$ cat src/rtl/intr_ctrl_pkg.sv
// intr_ctrl_pkg: shared constants, types and helpers for the interrupt aggregator.
//   - Register byte offsets within the APB window.
//   - MAX_SRC: the width of the IREQ bus, fixed at 8.
//   - intr_vec_t: a vector with one bit per source.
//   - prio_enc: finds the lowest-index set bit. Index 0 has the highest priority.
package intr_ctrl_pkg;

    localparam int unsigned MAX_SRC = 8;
    localparam int unsigned DATA_W  = 32;

    localparam logic [4:0] ENABLE_OFF = 5'h00;
    localparam logic [4:0] MODE_OFF   = 5'h04;
    localparam logic [4:0] STATUS_OFF = 5'h08;
    localparam logic [4:0] IREQ_OFF   = 5'h0C;
    localparam logic [4:0] VECTOR_OFF = 5'h10;

    typedef logic [MAX_SRC-1:0] intr_vec_t;

    // Returns {valid, idx[2:0]}. Scanning downwards lets the lowest set index win.
    function automatic logic [3:0] prio_enc(input intr_vec_t v);
        logic [3:0] r;
        r = 4'h0;
        for (int i = int'(MAX_SRC) - 1; i >= 0; i--) begin
            if (v[i]) r = {1'b1, 3'(i)};
        end
        return r;
    endfunction

endpackage

$ cat src/rtl/intr_src_cell.sv
// intr_src_cell: per-source pending logic.
//   Ports:
//     clk_i, rst_i   clock; synchronous active-high reset
//     src_i          raw source line
//     mode_i         1 = edge, 0 = level
//     w1c_i          software clear; affects edge mode only
//     pending_o      pending flag
//   Optional: when INTR_CTRL_SYNC_EN is defined, the source passes through a
//   2-flop synchronizer before the mode logic.
module intr_src_cell (
    input  logic clk_i,
    input  logic rst_i,
    input  logic src_i,
    input  logic mode_i,
    input  logic w1c_i,
    output logic pending_o
);

    logic src_s;

`ifdef INTR_CTRL_SYNC_EN
    logic [1:0] sync_q;

    // Synchronizer. It is reset to 0, so a source held high through reset
    // produces a fresh rising edge once the chain refills.
    always_ff @(posedge clk_i) begin
        if (rst_i) sync_q <= 2'b00;
        else       sync_q <= {sync_q[0], src_i};
    end
    assign src_s = sync_q[1];
`else
    assign src_s = src_i;
`endif

    logic src_q;
    logic pending_q;
    logic pending_d;
    logic rise_c;

    assign rise_c = src_s & ~src_q;

    // Level mode follows the source directly.
    // Edge mode latches the edge. A rising edge beats a clear in the same cycle.
    always_comb begin
        pending_d = pending_q;
        if (mode_i) pending_d = rise_c | (pending_q & ~w1c_i);
        else        pending_d = src_s;
    end

    always_ff @(posedge clk_i) begin
        if (rst_i) begin
            src_q     <= 1'b0;
            pending_q <= 1'b0;
        end else begin
            src_q     <= src_s;
            pending_q <= pending_d;
        end
    end

    assign pending_o = pending_q;

endmodule

$ cat src/rtl/intr_ctrl.sv
// intr_ctrl: interrupt aggregator with a zero-wait APB slave.
//   Ports:
//     PCLK, PRESET      clock; synchronous active-high reset
//     src_i[NUM_SRC]    raw interrupt sources
//     PSEL/PENABLE/PWRITE/PADDR/PWDATA/PRDATA/PREADY   APB slave
//     IREQ[7:0]         registered pending & enable
//     IRQ               registered OR of IREQ
//   Register map (PADDR[4:2] decoded):
//     0x00 ENABLE, 0x04 MODE, 0x08 STATUS (W1C), 0x0C IREQ, 0x10 VECTOR
//   Optional: INTR_CTRL_SYNC_EN adds a 2-flop synchronizer on every source.
module intr_ctrl
    import intr_ctrl_pkg::*;
#(
    parameter int unsigned NUM_SRC = 8,
    parameter int unsigned ADDR_W  = 8
) (
    input  logic                PCLK,
    input  logic                PRESET,
    input  logic [NUM_SRC-1:0]  src_i,
    input  logic                PSEL,
    input  logic                PENABLE,
    input  logic                PWRITE,
    input  logic [ADDR_W-1:0]   PADDR,
    input  logic [DATA_W-1:0]   PWDATA,
    output logic [DATA_W-1:0]   PRDATA,
    output logic                PREADY,
    output logic [MAX_SRC-1:0]  IREQ,
    output logic                IRQ
);

    logic [NUM_SRC-1:0] enable_q, enable_d;
    logic [NUM_SRC-1:0] mode_q, mode_d;
    logic [NUM_SRC-1:0] pending_c;
    logic [NUM_SRC-1:0] w1c_c;
    intr_vec_t          ireq_q, ireq_d;
    logic               irq_q, irq_d;
    logic [4:0]         off_c;
    logic               wr_c;
    logic               rd_c;
    logic [3:0]         vec_c;
    logic               unused_c;

    assign off_c    = {PADDR[4:2], 2'b00};
    assign wr_c     = PSEL & PENABLE & PWRITE;
    assign rd_c     = PSEL & PENABLE;
    assign unused_c = ^{PADDR[ADDR_W-1:5], PADDR[1:0], PWDATA[DATA_W-1:NUM_SRC]};

    // Register write decode. Writes to unmapped offsets are ignored.
    always_comb begin
        enable_d = enable_q;
        mode_d   = mode_q;
        w1c_c    = '0;
        if (wr_c) begin
            case (off_c)
                ENABLE_OFF: enable_d = PWDATA[NUM_SRC-1:0];
                MODE_OFF:   mode_d   = PWDATA[NUM_SRC-1:0];
                STATUS_OFF: w1c_c    = PWDATA[NUM_SRC-1:0];
                default:    ;
            endcase
        end
    end

    for (genvar i = 0; i < NUM_SRC; i++) begin : g_src
        intr_src_cell u_cell (
            .clk_i     (PCLK),
            .rst_i     (PRESET),
            .src_i     (src_i[i]),
            .mode_i    (mode_q[i]),
            .w1c_i     (w1c_c[i]),
            .pending_o (pending_c[i])
        );
    end

    // IREQ bits at or above NUM_SRC are zero-filled.
    assign ireq_d = intr_vec_t'(pending_c & enable_q);
    assign irq_d  = |ireq_d;

    always_ff @(posedge PCLK) begin
        if (PRESET) begin
            enable_q <= '0;
            mode_q   <= '0;
            ireq_q   <= '0;
            irq_q    <= 1'b0;
        end else begin
            enable_q <= enable_d;
            mode_q   <= mode_d;
            ireq_q   <= ireq_d;
            irq_q    <= irq_d;
        end
    end

    assign vec_c = prio_enc(ireq_q);

    // Combinational read mux. It outputs zero outside the access phase.
    always_comb begin
        PRDATA = '0;
        if (rd_c) begin
            case (off_c)
                ENABLE_OFF: PRDATA = DATA_W'(enable_q);
                MODE_OFF:   PRDATA = DATA_W'(mode_q);
                STATUS_OFF: PRDATA = DATA_W'(pending_c);
                IREQ_OFF:   PRDATA = DATA_W'(ireq_q);
                VECTOR_OFF: PRDATA = {vec_c[3], 28'd0, vec_c[2:0]};
                default:    PRDATA = '0;
            endcase
        end
    end

    assign PREADY = 1'b1;
    assign IREQ   = ireq_q;
    assign IRQ    = irq_q;

endmodule

$ cat config.mk
export PLATFORM = sky130hd
export DESIGN_NAME = intr_ctrl
export DESIGN_NICKNAME = d
export VERILOG_FILES = /design/src/rtl/intr_ctrl_pkg.sv /design/src/rtl/intr_src_cell.sv /design/src/rtl/intr_ctrl.sv
export SDC_FILE = /design/constraint.sdc
export NUM_CORES = 1
export LEC_CHECK = 0
export ABC_AREA = 1
export BUFFER_PORTS_ARGS = -buffer_cell sky130_fd_sc_hd__buf_2
export CORE_ASPECT_RATIO = 1.5
export CORE_UTILIZATION = 50
export CTS_CLUSTER_SIZE = 25
export DETAILED_ROUTE_END_ITERATION = 7
export GPL_ROUTABILITY_DRIVEN = 1
export PLACE_DENSITY = 0.85
export SYNTH_ARGS = -nofsm -noshare
export SYNTH_HDL_FRONTEND = slang
export SYNTH_SLANG_ARGS = --single-unit
$ cat constraint.sdc
create_clock -name PCLK -period 1.5 [get_ports PCLK]
set_input_delay 0.075 -clock PCLK [delete_from_list [all_inputs] [get_ports PCLK]]
set_output_delay 0.075 -clock PCLK [all_outputs]
set_load 0.02 [all_outputs]
==> run summary <==
Final worst slack: 0.0433 ns
Rows: 27
Post-DP HPWL: 3.16 mm
Status: complete, no violations
Sinks on Clock Net: 41
Yosys warns: 0
Layout Skew: 0.00851 ns
Starting Density: 53.2%
Worst Tran Pin Value: 0.643 ns
Vias: 1,902
Die width: 53.6 um
CP cell instances: inv_2, o21ai_0, o21ai_1, nand3_1, a21oi_1, buf_4
Area grow syn2layout: 17.6%
Crit-path max cell delay: 0.34 ns
Min Hold Slack: 0.0430 ns
Crit. End Element: output pin
Share of layout cells above drive strength 1: 22.2%
Synthesized netlist cell count: 282
Unrepaired setup endpoints after global routing: true
Overall Power: 2.15 mW
CTS tree: done
Drt first pass iters: 4
Area contributors post-synth: dfxtp_1 (41%), nand2_1 (9.8%), buf_4 (9.0%)
Slowest-stage cell, CP: dfxtp_1
CP startpoint: IREQ[5]
Worst r2r dst: IRQ
Aggregate global routing overflow: 0
Ys flop type: dfxtp_1
R2R setup slack: 0.68 ns
Register area share after synthesis: 41.2%
Max-Cap Viols: 0
Int Power: 1.60 mW
Number of routed nets with antenna violations: 0
Pin count of the biggest net entering global routing: 23
Pre-CTS setup slack: 0.198 ns
Number of synthesized register bits: 41
Most common cell in the netlist: nand2_1
Post-synth EDFFs: 0
Setup CP Type: reg2out
Die area: 4250 um2
Reg2reg start: g_src[7].u_cell.pending_o
Clock Tree Buf Depth: 2
Setup_tns: 0 ns
Fin crit period: 1.46 ns
Area share of the largest cell type after synthesis: 41.2%
Post-synth top area cell: dfxtp_1
Power share of the clock group: 37.1%
Fill cells: 362
Worst skew pair latency: 0.30 ns
GRT Overall Usage: 24.4%
HP Class: in2reg
Fmax: 0.686 GHz
First-pass GRT wire length: 7.48 mm
Vias in the first global route: 1,696
WP data required: 1.42 ns
Antenna Cells: 0
Max-slew violations: 0
PortBufs: 41
Max_slew headroom: 57.1%
WL final: 4.64 mm
Hold path depth: 3
Ports: 95
Mean cell area of the mapped netlist: 7.07 um2
Global placement routability congestion: 0.871
Pleak: 1.13 nW
Placeable core area: 3750 um2
Final Hold Viols: 0
Worst R2R Path Depth: 4
Starting DRT DRC Count: 37
# H-tree levels: 2
Cell Pwr Density: 918 nW/um2
CP max FO: 4
Via density: 5.05
Initial antenna violation count: 0
Final worst-path cycle share: 97.1%
DIE HEIGHT: 79.4 um
Sw power: 554 uW
Flop pwr share: 52.7%
Hold_sp: PWDATA[1]
Netlist cell types: 25
Wire length per cell: 12.3 um
Final Setup Violations: 0
Comb power frac: 10.2%
Clk pin slew, worst setup/hold paths: 0.08 ns
Max VDD drop: 0.000716 V
Synth Cell Area: 1990 um2
Root buf cell: clkbuf_8
CTS buffer count: 5
Hold path endpoint: mode_q[1]
Async set or reset register ratio after synthesis: 0%
Final nets: 386
Drt drc: 0
Startpoint types: flip-flop
Switch share: 25.7%
Worst EP arrival: 1.38 ns
Post-synth top cells: nand2_1 (52), dfxtp_1 (41), nor2_1 (40)
-- routing by layer --
layer / part of all wire [%] / global-route usage [%] / up-vias / routed length (um)
li1: - / - / 954 / -
met1: 40 / 28.2 / 856 / 1850
met2: 52 / 41.8 / 81 / 2400
met3: 6.5 / 5.56 / 11 / 300
met4: 2.0 / 10.0 / 0 / 95
met5: 0 / 0 / - / 0
-- final cells by class --
class	count	area [um2]	area share, %
repair buffers	52	315	13.4
inverters	35	133	5.65
flip-flops and latches	41	825	35.1
well taps	43	53.8	2.29
clock buffers	7	96.3	4.11
multi-input cells	198	918	39.1
clock inverters	1	5.00	0.213
-- how the worst max path moves through the flow --
| stage | endpoint | slack [ns] | cells after the start |
|---|---|---|---|
| after floorplan | PRDATA[0] | 0.27 | 8 |
| after global placement | PRDATA[1] | 0.19 | 9 |
| after detailed placement | PRDATA[1] | 0.20 | 9 |
| after CTS | PRDATA[1] | 0.003 | 6 |
| after global routing | PRDATA[1] | -0.01 | 6 |
| final | PRDATA[1] | 0.04 | 6 |
-- critical path, delay by kind of cell (launching register included) --
family / cells / cell delay [ns]
buf+inv: 2 / 0.25
simple gates: 1 / 0.11
compound gates: 3 / 0.39
flops: 1 / 0.34
-- cell usage in the layout (no fill, tap or decap), types with 5 or more instances in the layout --
cell type and instances:
nand2_1 51, nor2_1 40, dfxtp_1 38, buf_2 38, inv_1 28, conb_1 24
a21oi_1 22, o21ai_0 20, nand3_1 13, dlygate4sd3_1 8, clkbuf_8 7, inv_2 6
o21ai_1 6, buf_4 6, a31oi_1 5
-- cells by family (layout without fill, tap and decap cells) --
logic type | Yosys count | after routing | share of synthesized area (%)
compound gates | 57 | 57 | 15.2
buf+inv | 65 | 95 | 17.6
flops | 41 | 41 | 41.2
other cells | 2 | 24 | 0.377
simple gates | 117 | 117 | 25.7
-- power groups by stage --
stage | Clock (mW) | Combinational [mW] | Sequential [mW]
after floorplan | 0 | 0.185 | 1.16
after global placement | 0 | 0.195 | 1.16
after detailed placement | 0 | 0.199 | 1.16
after CTS | 0.798 | 0.216 | 1.13
after global routing | 0.859 | 0.243 | 1.14
final | 0.799 | 0.219 | 1.14
-- registers in the layout, summed over array words and instances, names as in the netlist --
signal	count
IREQ	8
enable_q	8
g_src.u_cell.pending_o	8
g_src.u_cell.src_q	8
mode_q	8
IRQ	1
-- timing repair --
item | CTS | global route
endpoints found under the setup margin | 2 | 4
endpoints found under the hold margin | 8 | 0
setup buffers | 0 | 1
hold buffers | 8 | 0
resized for setup | 3 | 12
-- through the flow --
stage | instances | util, % | area, um2
6_report | 377 | 62.6 | 2350
5_1_grt | 377 | 62.6 | 2350
4_1_cts | 376 | 62.0 | 2320
3_5_place_dp | 360 | 56.9 | 2130
3_3_place_gp | 360 | 56.9 | 2130
2_1_floorplan | 304 | - | 2080
Note: power is estimated with default switching activity, not from simulation.
